`src/rtl/mem_stage_pkg.sv`:
```
// mem_stage_pkg: control_in bit positions, MEM FSM encoding, TIMEOUT default and alignment rule shared by the MEM stage
package mem_stage_pkg;
  localparam int CTL_LB_LH = 7;
  localparam int CTL_MEM_READ = 6;
  localparam int CTL_MEM_WRITE = 5;
  localparam int CTL_HALF = 4;
  localparam int CTL_REG_WRITE = 3;
  localparam int CTL_MEM_TO_REG = 2;
  localparam int TIMEOUT_DEFAULT = 255;
  typedef enum logic {IDLE = 1'b0, ACCESS = 1'b1} mem_state_t;
  function automatic logic misaligned(input logic [7:0] ctl, input logic [1:0] addr);
    return ctl[CTL_LB_LH] ? ctl[CTL_HALF] & addr[0] : addr != 2'b00;
  endfunction
endpackage

```
`src/rtl/mem_stage_load_align.sv`:
```
// load_align: addr/rdata/sub/half in, result out; picks a big-endian half or byte lane and sign-extends, or passes the word
module load_align (
  input  logic [1:0]  addr,
  input  logic [31:0] rdata,
  input  logic        sub,
  input  logic        half,
  output logic [31:0] result
);
  logic [15:0] hw;
  logic [7:0] by;
  always_comb begin
    hw = addr[1] ? rdata[15:0] : rdata[31:16];
    by = addr[0] ? (addr[1] ? rdata[7:0] : rdata[23:16]) : (addr[1] ? rdata[15:8] : rdata[31:24]);
    result = !sub ? rdata : half ? {{16{hw[15]}}, hw} : {{24{by[7]}}, by};
  end
endmodule

```
`src/rtl/mem_stage.sv`:
```
// mem_stage: EX/MEM + MEM/WB pipeline stage; EX inputs -> stall/fwd_data, dmem_* request/ack port, wb_* outputs with mem_exc on misalign or timeout
module mem_stage
  import mem_stage_pkg::*;
#(
  parameter int TIMEOUT = TIMEOUT_DEFAULT
) (
  input  logic        clk,
  input  logic        rst_n,
  input  logic        in_valid,
  input  logic [31:0] pc_in,
  input  logic [31:0] alu_data,
  input  logic [31:0] rt_data,
  input  logic [4:0]  regdst,
  input  logic [7:0]  control_in,
  input  logic        flush,
  output logic        stall,
  output logic [31:0] fwd_data,
  output logic        dmem_req,
  output logic        dmem_we,
  output logic [31:0] dmem_addr,
  output logic [31:0] dmem_wdata,
  input  logic [31:0] dmem_rdata,
  input  logic        dmem_ack,
  output logic        wb_valid,
  output logic [31:0] wb_data,
  output logic [4:0]  wb_rd,
  output logic        wb_reg_write,
  output logic [1:0]  wb_ctrl,
  output logic [31:0] wb_pc,
  output logic        mem_exc
);
  mem_state_t state, state_nx;
  logic [7:0] cnt;
  logic ex_valid;
  logic [31:0] ex_pc, ex_alu, ex_rt;
  logic [4:0] ex_rd;
  logic [7:0] ex_ctl;
  logic [31:0] load_res;
  logic is_mem, in_go, tmo, retire, exc_nx, valid_nx, rw_nx;
  load_align u_align (
    .addr(ex_alu[1:0]),
    .rdata(dmem_rdata),
    .sub(ex_ctl[CTL_LB_LH]),
    .half(ex_ctl[CTL_HALF]),
    .result(load_res)
  );
  assign is_mem = ex_ctl[CTL_MEM_READ] | ex_ctl[CTL_MEM_WRITE];
  assign in_go = in_valid && !flush && (control_in[CTL_MEM_READ] | control_in[CTL_MEM_WRITE]) && !misaligned(control_in, alu_data[1:0]);
  assign stall = (state == ACCESS) && !dmem_ack;
  assign tmo = stall && cnt == 8'(TIMEOUT - 1);
  assign dmem_req = state == ACCESS;
  assign dmem_we = dmem_req & ex_ctl[CTL_MEM_WRITE];
  assign dmem_addr = ex_alu;
  assign dmem_wdata = ex_rt;
  assign fwd_data = ex_alu;
  always_comb begin
    state_nx = !stall ? (in_go ? ACCESS : IDLE) : tmo ? IDLE : state;
    retire = !stall || tmo;
    valid_nx = retire && ex_valid;
    exc_nx = valid_nx && is_mem && (misaligned(ex_ctl, ex_alu[1:0]) || tmo);
    rw_nx = valid_nx && ex_ctl[CTL_REG_WRITE] && !exc_nx;
  end
  always_ff @(posedge clk) begin
    if (!rst_n) begin
      state <= IDLE;
      cnt <= 8'd0;
      ex_valid <= 1'b0;
      ex_pc <= 32'd0;
      ex_alu <= 32'd0;
      ex_rt <= 32'd0;
      ex_rd <= 5'd0;
      ex_ctl <= 8'd0;
      wb_valid <= 1'b0;
      wb_data <= 32'd0;
      wb_rd <= 5'd0;
      wb_reg_write <= 1'b0;
      wb_ctrl <= 2'd0;
      wb_pc <= 32'd0;
      mem_exc <= 1'b0;
    end else begin
      state <= state_nx;
      cnt <= stall ? cnt + 8'd1 : 8'd0;
      if (!stall) begin
        ex_valid <= in_valid && !flush;
        ex_pc <= pc_in;
        ex_alu <= alu_data;
        ex_rt <= rt_data;
        ex_rd <= regdst;
        ex_ctl <= control_in;
      end else if (tmo) ex_valid <= 1'b0;
      wb_valid <= valid_nx;
      wb_reg_write <= rw_nx;
      mem_exc <= exc_nx;
      if (retire) begin
        wb_data <= ex_ctl[CTL_MEM_TO_REG] ? load_res : ex_alu;
        wb_rd <= ex_rd;
        wb_ctrl <= ex_ctl[1:0];
        wb_pc <= ex_pc;
      end
    end
  end
endmodule

```
`config.mk`:
```
export PLATFORM = sky130hd
export DESIGN_NAME = mem_stage
export DESIGN_NICKNAME = d
export VERILOG_FILES = /design/src/rtl/mem_stage_pkg.sv /design/src/rtl/mem_stage_load_align.sv /design/src/rtl/mem_stage.sv
export SDC_FILE = /design/constraint.sdc
export NUM_CORES = 1
export LEC_CHECK = 0
export CAP_MARGIN = 20
export CORE_UTILIZATION = 40
export DETAILED_ROUTE_END_ITERATION = 8
export GPL_TIMING_DRIVEN = 0
export PLACE_DENSITY = 0.74
export REMOVE_ABC_BUFFERS = 1
export SYNTH_ARGS = -nofsm -noshare
export SYNTH_HDL_FRONTEND = slang
export SYNTH_SLANG_ARGS = --single-unit
```
`constraint.sdc`:
```
create_clock -name clk -period 2.05 [get_ports clk]
set_input_delay 0.41 -clock clk [delete_from_list [all_inputs] [get_ports clk]]
set_output_delay 0.41 -clock clk [all_outputs]
set_load 0.03 [all_outputs]
```
==> key figures <==
Logic synthesis
  – Largest cells by area after synthesis: dfxtp_1 (46%), nand2_1 (14%), a21boi_0 (13%), o21ai_0 (2.9%), buf_4 (2.9%)
  – Synth cell types: 37
  – FFs w/ async S/R, synth: 0
  – Mapped Area: 0.00833 mm²
  – Yosys reg bits: 193
  – Synth Area per Inst: 8.04 µm²
  – Number of synthesized flops with an enable pin: 0
  – Most common flop cell mapped by yosys: dfxtp_1
  – Cells after synthesis: 1036
  – Synth warn: 0
  – Yosys top cell by area: dfxtp_1
  – Top cell type's share of synthesized area: 0.464
  – Seq/Total Area, Yosys: 0.464

CTS
  – CTS tree: built
  – H-tree levels: 4
  – Deepest clock path buffer count: 2
  – CTS buffer count: 17
  – Clock root cell: clkbuf_16
  – Worst-path clk slew: 0.08 ns
  – Clock latency on the worst-skew pair: 0.44 ns
  – Clk sink count: 193
  – CTS hold repair buffers: 0

Critical path
  – CP max FO: 5
  – WP buf/inv: 1
  – Crit start category: flop
  – Delay-heaviest family, CP: buffers and inverters
  – Critical Path AT: 1.59 ns
  – CP Capture Type: output pin
  – Crit-path cells: clkdlybuf4s50_1
  – Critical path class: reg2out
  – CP max-delay cell: clkdlybuf4s50_1
  – WP data required: 1.64 ns
  – Slowest stage delay, CP: 0.72 ns

GRT
  – Tot GR Track Use: 0.248
  – Initial antenna violation count: 0
  – First-pass GRT wire length: 41500 µm
  – Vias in the first global route: 7512
  – GRT overflow: 0
  – Largest net degree at the start of global routing: 124

Drt
  – WL met1: 11600 µm
  – DRC: 0
  – Wire length per cell: 17.1 µm
  – Uppermost routed layer: met4
  – Metal3 WL: 1720 µm
  – Total Routed Length: 26700 µm
  – Initial drt markers: 371
  – Via/cell ratio: 5.05
  – Vias: 7881
  – Met2 WL post-DR: 12900 µm
  – Antenna-violating nets left: 0
  – First-pass DRT Iterations: 5

STA
  – Fin. Hold Viols: 0
  – Hold slack: 0.449 ns
  – Relative slew slack: 0.537
  – FMAX: 500 MHz
  – Crit share post-route: 0.976
  – Final Critical Period: 2.00 ns
  – RSZ-0062 raised after global routing: no
  – Clk_skew: 0.0231 ns
  – Setup TNS: 0 ns
  – Setup violators final: 0
  – Max Slew Vio Count: 0
  – Worst Tran Pin Value: 0.695 ns

Finish
  – Final net count: 1426
  – # fillers: 1832
  – P&R area growth vs syn: 46.3%
  – Most used cells in the layout excluding fill and tap cells: clkdlybuf4s50_1 (309), nand2_1 (301), dfxtp_1 (189)
  – Seq. cell area: 0.00387 mm²
  – Fraction of layout cells with a size suffix above 1: 0.0503
  – Final Util: 0.600
  – Ant diodes: 0
  – Multi-input logic area: 0.00379 mm²
  – Most common cell after layout, fill and taps aside: clkdlybuf4s50_1

Hold path
  – Worst Hold Class: in2reg

Floorplanning
  – Core ar.: 0.0203 mm²
  – Initial Utilization: 0.410
  – Placement Rows: 52
  – Die width: 146 µm
  – Die ar.: 0.0214 mm²
  – IO Pins: 319
  – Die Span Y: 146 µm

Place
  – Routability cong.: 0.749
  – Count of buffers from port buffering: 318
  – DPL Wire Length: 15700 µm

Power
  – Combinational share of power: 0.178
  – Sw Share: 0.296
  – Peak supply drop: 0.000501 V
  – Leak: 4.73 nW
  – Cell area power density: 744 mW/mm²
  – Sequential power share: 0.454
  – Pwr Total: 9.07 mW
  – P_sw: 2.69 mW
  – Pint: 6.38 mW
  – Clock share of power: 0.368

Status
  – Status: finished, final reports clean

Job
  – Max Cap Violations: 0
==> state kept, by name, summed over array words and instances, names as in the netlist <==
register,count
dmem_addr,32
dmem_wdata,32
ex_pc,32
wb_data,32
wb_pc,32
cnt,8
ex_ctl,8
ex_rd,5
wb_rd,5
wb_ctrl,2
dmem_req,1
ex_valid,1
mem_exc,1
wb_reg_write,1
wb_valid,1
==> worst paths after layout <==
kind | from | end | slack (ns) | cells after the start
max | dmem_addr[13]$_SDFFE_PN0P_ | fwd_data[13] | 0.05 | 1
min | rst_n | ex_ctl[7]$_SDFFE_PN0P_ | 0.45 | 2
min reg2reg | ex_pc[30]$_SDFFE_PN0P_ | wb_pc[30]$_SDFFE_PN0P_ | 0.45 | 2
max reg2reg | cnt[0]$_SDFF_PN0_ | wb_reg_write$_SDFF_PN0_ | 0.18 | 8
==> cell type report <==
class	instances	share of cell area
clock buffer	18	0.0352
timing repair inverter	2	0.00267
tap	270	0.0277
inverter	36	0.0132
clock inverter	14	0.0134
multi-input combinational	698	0.311
timing repair buffer	330	0.279
sequential	193	0.318
==> power by group through the flow <==
stage                     clock, mW  sequential, mW  combinational [mW]
after CTS                      3.41            4.12                1.62
after floorplan                   0            4.57               0.365
after detailed placement          0            4.21                1.59
after global routing           3.56            4.16                1.72
after global placement            0            4.22                1.61
final                          3.34            4.12                1.61
==> cell usage after synthesis (11+ instances only) <==
master and instances:
nand3_1 37, buf_4 32, nor2_1 11, o21ai_0 49
buf_2 27, inv_1 35, a31oi_1 15, a21oi_1 36
a21boi_0 144, nand2_1 301, dfxtp_1 193, clkbuf_1 48
o211ai_1 19
==> layer usage <==
metal | global-route usage | up-vias
met2 | 0.429 | 267
met4 | 0.0734 | 0
met5 | 0 | -
met3 | 0.0597 | 28
li1 | - | 3915
met1 | 0.305 | 3671
==> cell families after synthesis <==
family,after synthesis,share of synthesized area
simple gates,382,0.188
compound gates,296,0.238
flops,193,0.464
buf+inv,149,0.0892
mux,10,0.0135
xor+xnor,4,0.00421
fa+ha+maj,2,0.00300
==> per-stage QoR <==
| stage | cells | setup slack (ns) | cell area, µm² |
|---|---|---|---|
| after detailed placement | 1516 | -1.83 | 11400 |
| final | 1561 | 0.0502 | 12200 |
| after CTS | 1560 | -0.178 | 12200 |
| after global placement | 1511 | -10.27 | 11200 |
| after global routing | 1561 | 0.00375 | 12200 |
| after floorplan | 923 | -4.87 | 7720 |
==> what timing repair did <==
item                       4_1_cts  5_1_grt
gates resized for setup         14        5
setup buffers                    4        1
gates cloned                     8        0
setup endpoints to repair      199       21
pin swaps                        1        0
(Power assumes the default switching activity.)
==> RTL edit 1, RTL diff (same flow settings) <==
Change the package constant `TIMEOUT_DEFAULT` from 255 to 127.
--- a/src/rtl/mem_stage_pkg.sv
+++ b/src/rtl/mem_stage_pkg.sv
@@ -6,7 +6,7 @@
   localparam int CTL_HALF = 4;
   localparam int CTL_REG_WRITE = 3;
   localparam int CTL_MEM_TO_REG = 2;
-  localparam int TIMEOUT_DEFAULT = 255;
+  localparam int TIMEOUT_DEFAULT = 127;
   typedef enum logic {IDLE = 1'b0, ACCESS = 1'b1} mem_state_t;
   function automatic logic misaligned(input logic [7:0] ctl, input logic [1:0] addr);
     return ctl[CTL_LB_LH] ? ctl[CTL_HALF] & addr[0] : addr != 2'b00;
Behaviour: same outputs for any inputs over 4 cycles, from zero or initial values and one cycle with rst_n low; that may be too few to reach the edited logic, so the function may still have changed.
==> RTL edit 1 against the unedited design <==
Worst setup slack lost 0.025 ns. Register-to-register slack lost 0.06 ns. Hold slack lost 0.041 ns. Sequential cell count is the same. Critical path type is now in -> out. Final area grew 0.13%. Critical path depth grew 3. Global-route usage shrank 1.7 points. Total power grew 0.56%. Count of clock-buffer cells in the layout is the same. Synthesized area shrank 0.48%. Wire length shrank 4.9%. Clock power grew 1%.
==> RTL edit 1: results (changes against the unedited design) <==
VDD IR-drop max=0.000576 V (+15%); CP Capture Point=stall; initial drt markers=343 (-7.5%); Async SR Flop Fraction=0 (unchanged); gp weighted congestion=0.740 (-1.1%); Post-DP HPWL=15700 microns (-0.11%); NetSw=2.61 mW (-2.9%); placed cell areas=0.0115 sq mm (+0.85%); Post-synth EDFFs=0 (unchanged); sequential fraction of design power=0.451 (-0.003); Pleak=4.77 nW (+0.72%); outcome=finished clean; vias in the first global route=7250 (-3.5%); Crit path arrival time=1.61 ns (+0.02 ns); R2R cell count=6 (-2); post-route setup slack=0.0254 ns (-0.0248 ns); fin cells=1560 (-0.064%); placed insts=1520 (+0.26%); synth top area cells=dfxtp_1 (47%), nand2_1 (14%), a21boi_0 (13%); r2r setup slk=0.12 ns (-0.06 ns); filler instances=1843 (+0.60%); CP max stage delay=0.54 ns (-0.18 ns); Pre-antenna DRT Iters=5 (unchanged); GRT Overall Usage=0.231 (-0.0169); layout cells sized above 1=0.0504 (about the same); Unique masters post-synth=37 (unchanged); Crit. Startpoint=dmem_ack; largest net degree at the start of global routing=144 (+16%); share of the synthesized area in the top cell type=0.466 (+0.00224); top cells by count, synth=nand2_1 (302), dfxtp_1 (193), a21boi_0 (149); Worst-Margin Slew=0.618 ns (-0.0765 ns); R2R Path End=wb_data[18]; Power Dens Cells=748 mW/mm^2 (+0.43%); clock group total power=3.39 mW (+1%); worst reg2reg path startpoint=dmem_addr[1]; sequential area share after synthesis=0.466 (+0.00224); Final Skew=0.0138 ns (-0.00930 ns); nets=1425 (-0.070%); pre-CTS setup slack=-1.52 ns (+0.313 ns); DR WL/cell=16.3 microns (-4.9%); Clock Path Buffers=2 (unchanged); crit-path max FO=30 (+25); first-pass GRT wire length=39100 microns (-5.8%); vias post-DR=7813 (-0.86%); Final Core Density=0.601 (+0.000801)
## RTL edit 1: cells by family after synthesis
group	after synthesis	share of synthesized area
DFF	193	0.466
and+or+nand+nor	382	0.190
muxes	10	0.0125
xor gates and xnor gates	4	0.00423
buffers and inverters	149	0.0850
AOI/OAI and AO/OA	296	0.239
adders and majority gates	2	0.00302
## RTL edit 1: worst reg2reg max path: stages (launching register included)
cell     delay, ns
dfxtp_2       0.46
buf_16        0.20
mux2i_1       0.38
mux2i_2       0.25
buf_8         0.22
a21oi_1       0.20
o21ai_0       0.11
## RTL edit 1: final cells by class
cell class                 count  area [sq um]  share of cell area
inverter                      35           158              0.0129
clock buffer                  18           439              0.0360
sequential                   193          3870               0.317
multi-input combinational    696          3770               0.309
timing repair inverter         2          27.5             0.00226
tap                          270           338              0.0277
clock inverter                14           165              0.0135
timing repair buffer         332          3440               0.282
## RTL edit 1: layer usage
| layer | track usage | share of wire |
|---|---|---|
| met3 | 0.0517 | 0.058 |
| met5 | 0 | 0 |
| met1 | 0.292 | 0.44 |
| met2 | 0.391 | 0.48 |
| met4 | 0.0753 | 0.020 |
## RTL edit 1: what timing repair did
| item | CTS | global route |
|---|---|---|
| endpoints found under the setup margin | 201 | 52 |
| gates resized for setup | 16 | 10 |
| pin swaps | 1 | 0 |
| cloned | 2 | 2 |
| setup buffers | 2 | 2 |
## RTL edit 1: worst min path at each step
stage,end,slack (ns),startpoint,cells after the start
after detailed placement,wb_data[26],0.45,wb_data[26],2
after floorplan,cnt[0],0.43,cnt[0],1
after global routing,dmem_wdata[15],0.42,rst_n,2
final,dmem_wdata[15],0.41,rst_n,2
after global placement,cnt[0],0.44,cnt[0],1
after CTS,dmem_wdata[15],0.40,rst_n,2
==> RTL edit 2, RTL diff (same flow settings) <==
Made on the original files. Reset style: asynchronous (`rst_n`), changed in one clocked block.
--- a/src/rtl/mem_stage.sv
+++ b/src/rtl/mem_stage.sv
@@ -60,7 +60,7 @@
     exc_nx = valid_nx && is_mem && (misaligned(ex_ctl, ex_alu[1:0]) || tmo);
     rw_nx = valid_nx && ex_ctl[CTL_REG_WRITE] && !exc_nx;
   end
-  always_ff @(posedge clk) begin
+  always_ff @(posedge clk or negedge rst_n) begin
     if (!rst_n) begin
       state <= IDLE;
       cnt <= 8'd0;
Formal check against the unedited RTL: differs if rst_n is asserted again (counterexample within 4 cycles, from zero or initial values and one cycle with rst_n low); with rst_n held inactive, the same outputs for 4 cycles.
==> RTL edit 2 against the unedited design <==
Maximum frequency increased by 0.43%. Sequential cell count is the same. Final area grew 3.2%. Non-clock buffer count is 13 higher. Total power is 17% higher. Synthesized area up 1.3%. Die area increased by 1.3%. Worst setup slack gained 0.0085 ns. Sequential share of layout area rose by 6.7 points. Wire length grew 1.7%.
==> RTL edit 2: results (changes against the unedited design) <==
outcome=finished clean; Final clock-cell share=0.0454 (-0.00328); initial drt markers=350 (-5.7%); cts hold-fix bufs=1 (+1); layout cells sized above 1=0.0640 (+0.0137); DR WL met3=2510 microns (+46%); met1 Usage GRT=0.314 (+0.00867); crit-path max FO=4 (-1); post-CTS setup buffer count=5 (+1); seq_cells=193 (unchanged); Hold Path Class=reg -> reg; diode count=1 (+1); P&R area growth vs syn=49.0%; Root Buffer=clkbuf_16; Final Skew=0.0134 ns (-0.00967 ns); initial antenna violation count=2 (+2); register area=0.00484 sq mm (+25%); Non-clk bufs=343 (+3.9%); filler instances=1754 (-4.3%); post-CTS resize count=23 (+9); sequential area share after synthesis=0.572 (+0.109); Slew HR=0.591 (+0.0539); top cells by count, synth=nand2_1 (466), dfrtp_1 (193), clkbuf_1 (42); placed cell areas=0.0117 sq mm (+3.0%); VDD IR-drop max=0.000588 V (+17%); multi-input logic cell count=655 (-6.2%); Post-DP HPWL=17000 microns (+8.2%); area of the multi-input gates=0.00310 sq mm (-18%); GRT Overall Usage=0.247 (-0.00167); met2 Track Usage GR=0.407 (-0.0217); Pleak=5.93 nW (+25%); Final non-clock buffer share=0.286 (+0.00640); gp weighted congestion=0.806 (+7.7%); DR WL/cell=17.9 microns (+4.4%); CTS Buf Count=17 (unchanged); nets=1386 (-2.8%); vias in the first global route=7300 (-2.8%); vias post-DR=7567 (-4.0%); metal2 WL=13100 microns (+1.5%); multi-input combinational area share=0.246 (-0.0644); first-pass GRT wire length=40800 microns (-1.7%)
-- RTL edit 2: cell count changes after synthesis, moves of 10 or more --
cell      unedited run  this run
o21ai_0             49        30
nand2_1            301       466
o211ai_1            19         0
a21boi_0           144         0
buf_2               27        16
dfxtp_1            193         0
o21ai_1             10         0
dfrtp_1              0       193
o22ai_1              8        24
nand3_1             37         3
a21oi_1             36        13
a31oi_1             15         5
nor2_1              11        28
o221ai_1             0        25
-- RTL edit 2: per-stage QoR --
step	setup WS (ns)	power [mW]	cells
finish	0.0587	10.6	1521
global route	-0.0168	11.1	1520
CTS	-0.130	10.7	1509
detailed placement	-1.56	7.35	1468
global placement	-10.20	7.31	1459
floorplan	-4.29	5.90	871
-- RTL edit 2: power by group --
group          switching, mW  total (mW)  internal (mW)
Clock                   1.64        3.27           1.63
Sequential             0.308        4.51           4.20
Combinational           1.60        2.84           1.23
Total                   3.55        10.6           7.07
-- RTL edit 2: path summary, 6_finish.rpt --
kind                                from            end  slack [ns]  cells past startpoint
setup / recovery           dmem_addr[17]  dmem_addr[17]        0.06                      1
hold / removal                 ex_ctl[3]      ex_ctl[3]        0.46                      2
setup reg to reg                  cnt[0]    wb_data[12]        0.06                      6
hold reg to reg                ex_ctl[3]      ex_ctl[3]        0.46                      2
max in group asynchronous          rst_n      ex_ctl[7]        0.43                      3
min in group asynchronous          rst_n      wb_pc[15]        0.54                      2
-- RTL edit 2: logic make-up after synthesis --
group / synth area share
multiplexers: 0.0205
AO/OA/AOI/OAI: 0.0900
adder cells (fa/ha/maj): 0.00297
XOR/XNOR: 0.00623
AND/OR/NAND/NOR: 0.237
flip-flops: 0.572
buffers and inverters: 0.0704
